==> src/rtl/beep_pkg.sv <==
// Shared FSM state encoding, 50 MHz default timing and counter sizing helper
// for the beep pattern generator.
package beep_pkg;

    typedef enum logic [1:0] {
        ST_IDLE = 2'd0,
        ST_ON   = 2'd1,
        ST_GAP  = 2'd2
    } beep_state_e;

    localparam int DEF_HALF_PERIOD = 12_500;     // 2 kHz tone at 50 MHz
    localparam int DEF_ON_CYCLES   = 5_000_000;  // 100 ms burst
    localparam int DEF_OFF_CYCLES  = 5_000_000;  // 100 ms gap

    // A terminal count of 1 still needs one counter bit.
    function automatic int cnt_width(input int n);
        return (n > 1) ? $clog2(n) : 1;
    endfunction

endpackage

==> src/rtl/tone_div.sv <==
// Square-wave divider: toggles every HALF_PERIOD enabled cycles, forced high on
// restart and held low (counter cleared) while disabled.
module tone_div
    import beep_pkg::*;
#(
    parameter int HALF_PERIOD = DEF_HALF_PERIOD
) (
    input  logic clk_i,
    input  logic rst_i,
    input  logic en_i,
    input  logic restart_i,
    output logic tone_o
);

    localparam int CW = cnt_width(HALF_PERIOD);

    logic [CW-1:0] cnt_q, cnt_d;
    logic          tone_q, tone_d;

    // Next-state for the half-period counter and tone level
    always_comb begin
        cnt_d  = cnt_q;
        tone_d = tone_q;
        if (restart_i) begin
            cnt_d  = '0;
            tone_d = 1'b1;
        end else if (en_i) begin
            if (cnt_q == CW'(HALF_PERIOD - 1)) begin
                cnt_d  = '0;
                tone_d = ~tone_q;
            end else begin
                cnt_d = cnt_q + CW'(1);
            end
        end else begin
            cnt_d  = '0;
            tone_d = 1'b0;
        end
    end

    // Divider registers
    always_ff @(posedge clk_i) begin
        if (rst_i) begin
            cnt_q  <= '0;
            tone_q <= 1'b0;
        end else begin
            cnt_q  <= cnt_d;
            tone_q <= tone_d;
        end
    end

    assign tone_o = tone_q;

endmodule

==> src/rtl/beep_pattern_gen.sv <==
// Plays beep_num tone bursts separated by silent gaps; stop or reset aborts
// without a done pulse. All outputs come straight from flops.
module beep_pattern_gen
    import beep_pkg::*;
#(
    parameter int HALF_PERIOD = DEF_HALF_PERIOD,
    parameter int ON_CYCLES   = DEF_ON_CYCLES,
    parameter int OFF_CYCLES  = DEF_OFF_CYCLES
) (
    input  logic       sys_clk,
    input  logic       sys_rst,
    input  logic       req,
    input  logic [3:0] beep_num,
    input  logic       stop,
    output logic       beep,
    output logic       busy,
    output logic       done
);

    localparam int ON_W  = cnt_width(ON_CYCLES);
    localparam int GAP_W = cnt_width(OFF_CYCLES);

    beep_state_e      state_q, state_d;
    logic [ON_W-1:0]  on_cnt_q, on_cnt_d;
    logic [GAP_W-1:0] gap_cnt_q, gap_cnt_d;
    logic [3:0]       rem_q, rem_d;
    logic             busy_q, done_q, done_d;
    logic             tone_en_s, tone_restart_s, tone_s;

    // Next-state, burst/gap counting and completion detection
    always_comb begin
        state_d   = state_q;
        on_cnt_d  = on_cnt_q;
        gap_cnt_d = gap_cnt_q;
        rem_d     = rem_q;
        done_d    = 1'b0;
        if (stop) begin
            state_d   = ST_IDLE;
            on_cnt_d  = '0;
            gap_cnt_d = '0;
            rem_d     = 4'd0;
        end else begin
            case (state_q)
                ST_IDLE: begin
                    if (req && (beep_num != 4'd0)) begin
                        state_d  = ST_ON;
                        rem_d    = beep_num;
                        on_cnt_d = '0;
                    end else begin
                        state_d = ST_IDLE;
                    end
                end
                ST_ON: begin
                    if (on_cnt_q == ON_W'(ON_CYCLES - 1)) begin
                        on_cnt_d = '0;
                        rem_d    = rem_q - 4'd1;
                        // Last burst returns straight to IDLE, no trailing gap.
                        if (rem_q == 4'd1) begin
                            state_d = ST_IDLE;
                            done_d  = 1'b1;
                        end else begin
                            state_d = ST_GAP;
                        end
                    end else begin
                        on_cnt_d = on_cnt_q + ON_W'(1);
                    end
                end
                ST_GAP: begin
                    if (gap_cnt_q == GAP_W'(OFF_CYCLES - 1)) begin
                        gap_cnt_d = '0;
                        state_d   = ST_ON;
                    end else begin
                        gap_cnt_d = gap_cnt_q + GAP_W'(1);
                    end
                end
                default: begin
                    state_d   = ST_IDLE;
                    on_cnt_d  = '0;
                    gap_cnt_d = '0;
                    rem_d     = 4'd0;
                end
            endcase
        end
    end

    // Tone runs only in ON and restarts its phase high on every ON entry.
    assign tone_en_s      = (state_d == ST_ON);
    assign tone_restart_s = (state_d == ST_ON) && (state_q != ST_ON);

    // State, counters and registered status outputs
    always_ff @(posedge sys_clk) begin
        if (sys_rst) begin
            state_q   <= ST_IDLE;
            on_cnt_q  <= '0;
            gap_cnt_q <= '0;
            rem_q     <= 4'd0;
            busy_q    <= 1'b0;
            done_q    <= 1'b0;
        end else begin
            state_q   <= state_d;
            on_cnt_q  <= on_cnt_d;
            gap_cnt_q <= gap_cnt_d;
            rem_q     <= rem_d;
            busy_q    <= (state_d != ST_IDLE);
            done_q    <= done_d;
        end
    end

    tone_div #(
        .HALF_PERIOD(HALF_PERIOD)
    ) u_tone_div (
        .clk_i    (sys_clk),
        .rst_i    (sys_rst),
        .en_i     (tone_en_s),
        .restart_i(tone_restart_s),
        .tone_o   (tone_s)
    );

    assign beep = tone_s;
    assign busy = busy_q;
    assign done = done_q;

endmodule

==> config.mk <==
export PLATFORM = sky130hd
export DESIGN_NAME = beep_pattern_gen
export DESIGN_NICKNAME = d
export VERILOG_FILES = /design/src/rtl/beep_pkg.sv /design/src/rtl/tone_div.sv /design/src/rtl/beep_pattern_gen.sv
export SDC_FILE = /design/constraint.sdc
export NUM_CORES = 1
export LEC_CHECK = 0
export CORE_ASPECT_RATIO = 2
export CORE_MARGIN = 4
export CORE_UTILIZATION = 40
export CTS_BUF_LIST = sky130_fd_sc_hd__clkbuf_2
export DETAILED_ROUTE_END_ITERATION = 10
export GPL_TIMING_DRIVEN = 0
export PLACE_DENSITY_LB_ADDON = 0.2
export SYNTH_ARGS = -nofsm -noshare
export SYNTH_HDL_FRONTEND = slang
export SYNTH_HIERARCHICAL = 1
export SYNTH_SLANG_ARGS = --single-unit
==> constraint.sdc <==
create_clock -name sys_clk -period 5.22 [get_ports sys_clk]
set_input_delay 1.044 -clock sys_clk [delete_from_list [all_inputs] [get_ports sys_clk]]
set_output_delay 1.044 -clock sys_clk [all_outputs]
set_load 0.01 [all_outputs]
==> flow_summary.ini <==
[outcome]
status = finished clean

[floorplanning]
core_mm2 = 0.00859
rows = 48
die_area_mm2 = 0.0105
start_util_pct = 41.0
die_h_um = 141
ios = 11
fp.dieW_um = 74.3

[power_and_ir_drop]
cellPowerDensity_mw_per_mm2 = 217
vdd_drop_max_mv = 0.128
p_leak_nw = 1.19

[logic_synthesis]
syn_avg_cell_area_um2 = 8.09
synth-compound-area-share_pct = 13.9
synth_top_family_by_area = simple AND/OR/NAND/NOR gates
yosys_register_bits = 69
synth.area.mux_share_pct = 0.853
synth_cells = 435
ys_warn_count = 6
synthesis.nets = 448
synth_seq_area_share_pct = 39.2
postSynth.asyncResetShare_pct = 0
yosys.area_share.simple_pct = 34.1
netlist_area_mm2 = 0.00352
dominantRegCellSynth = dfxtp_1
synth_fa_ha_area_share_pct = 1.78
synth_edf_count = 0
synth_cell_types = 52
synthXorXnorAreaFrac_pct = 6.97

[sta]
final_hold_viol_count = 0
setup_tns_ps = 0
rsz0062_at_grt = no
clock.fmax_mhz = 323
tightest_slew_ps = 1000
layout_setup_ws_ps = 2130
drv_slew = 0
finClkSkew_ps = 24.4
period_share_pct = 59.2
finalCriticalPeriod_ps = 3090
setup_viol = 0
maxSlewHeadroom_pct = 32.5

[clocking]
cts_tree = built
h-tree-depth = 3
cts_repair_resize_count = 0
post_cts_buffers = 0
clk-insertion-delay-late_ps = 510
cts.clk_slew.worst_paths_ps = 160
root_buffer = clkbuf_2
cts_sinks = 69
cts_buffer_depth = 2
cts_hold_buf = 0
cts-buffers-inserted = 9

[min_path]
hold_path_class = reg2reg
worstHoldStart = u_tone_div/cnt_q[0]
min_to = u_tone_div/cnt_q[0]
hold_depth = 1

[grt]
grt_pass1_wl_um = 15500
grt_max_degree = 11
grt_pass1_vias = 3256
antenna_found_initial = 1
grtUsageTotal_pct = 19.1
grt_overflow = 0

[setup_path]
critical_path_class = in2reg
required_ps = 5660
crit_chain = clkdlybuf4s50_1, nor2_1, nand2_1, a21oi_1, clkbuf_1, clkbuf_1, nand2_1, a31oi_1
slowest_stage = clkdlybuf4s50_1
reg2reg_depth = 9
worst_ep_arrival_time_ps = 3530
max_stage_delay_ps = 490
r2r-end = u_tone_div/cnt_q[2]
startpoint_type = primary input
worst_setup_path_end_kind = register
crit_fanout = 10
rr_startpoint = on_cnt_q[15]
r2r_setup_slack_ps = 2230

[run]
cap_violations = 0

[layout]
fin_cells = 561
layout-drive-gt1-share_pct = 5.43
syn2layout_area_growth_pct = 8.49
nets = 469

[detailed_routing]
first_pass_iters = 5
drc = 0
drt-initial-drc-count = 169
wire_per_inst_um = 16.5
viasPerCell = 5.92
vias = 3319
wl_um = 9230
antenna_left = 0

[placed_design]
dpl.cell_count = 545
gp_congestion = 0.886
dp_hpwl_um = 7060
portBuffers = 10
post-place-ws_ps = 1590
## cell usage after synthesis, types with 6 or more instances
cell type	n	area share [%]
clkbuf_1	15	1.6
or4_1	6	1.3
nand3_1	30	4.3
and3_1	9	1.6
dfxtp_1	69	39
o21ai_0	12	1.7
xnor2_1	6	1.5
nor3_1	8	1.1
a31oi_1	20	3.6
a21oi_1	22	3.1
nor4_1	10	1.8
nand4_1	31	5.5
inv_1	7	0.75
xor2_1	22	5.5
nand2_1	44	4.7
nor2_1	57	6.1
## cell type report
cell class | instances | area (um^2)
Multi-Input combinational cell | 340 | 2030
Inverter | 7 | 26.3
Fill cell | 889 | 4770
Sequential cell | 69 | 1380
Buffer | 19 | 85.1
Antenna cell | 1 | 2.50
Tap cell | 100 | 125
Clock buffer | 11 | 55.1
Clock inverter | 4 | 16.3
Timing Repair Buffer | 10 | 100
## through the flow
stage               util [%]  power (mW)  hold slack (ps)  cell area (um^2)
floorplan                  -       0.578              426              3520
global placement        43.6       0.601              442              3750
detailed placement      43.6       0.602              474              3750
CTS                     44.4       0.844              500              3820
global route            44.5       0.875              542              3820
finish                  44.5       0.830              491              3820
## metal layers
metal  global-route usage, %  vias up  part of all wire (%)
met1                    19.8     1570                    37
met4                    11.7        0                   4.5
met2                    34.5       63                    55
met5                       0        -                     0
met3                    2.78       27                   3.2
li1                        -     1659                     -
## logic make-up after synthesis
| group | count (synthesis) |
|---|---|
| buf+inv | 26 |
| simple gates | 228 |
| xor+xnor | 28 |
| flops | 69 |
| mux | 3 |
| compound gates | 76 |
| fa+ha+maj | 5 |
## worst max path at each step
stage / from / end / slack (ps) / depth (start not counted)
after floorplan: beep_num[0] / on_cnt_q[6] / 2520 / 6
after global placement: sys_rst / gap_cnt_q[20] / 1610 / 8
after detailed placement: sys_rst / gap_cnt_q[21] / 1590 / 8
after CTS: sys_rst / gap_cnt_q[21] / 2140 / 8
after global routing: on_cnt_q[13] / u_tone_div/cnt_q[12] / 1930 / 9
final: sys_rst / gap_cnt_q[21] / 2130 / 8
## critical path: cells and delay by family
family,cells,cell delay (ps)
buffers and inverters,3,1390
AND/OR/NAND/NOR,3,620
AO/OA/AOI/OAI,2,480
## report_power, final
group / internal, mW / switching (mW) / total [mW]
sequential: 0.531 / 0.00308 / 0.534
combinational: 0.0188 / 0.0383 / 0.0570
clock: 0.0590 / 0.181 / 0.240
total: 0.608 / 0.222 / 0.830
## state kept, by name, indices dropped and copies added (netlist names)
| name | flops |
|---|---|
| state_q | 2 |
| rem_q | 4 |
| on_cnt_q | 23 |
| busy | 1 |
| u_tone_div/tone_o | 1 |
| u_tone_div/cnt_q | 14 |
| done | 1 |
| gap_cnt_q | 23 |
## placed cells by master, fill, tap and decap left out, types with 12 or more instances in the layout
master	n
a21oi_1	22
a31oi_1	20
clkbuf_1	15
dfxtp_1	69
nand2_1	44
nand3_1	30
nand4_1	31
nor2_1	57
o21ai_0	12
xor2_1	22
Note: power is estimated with default switching activity, not from simulation.
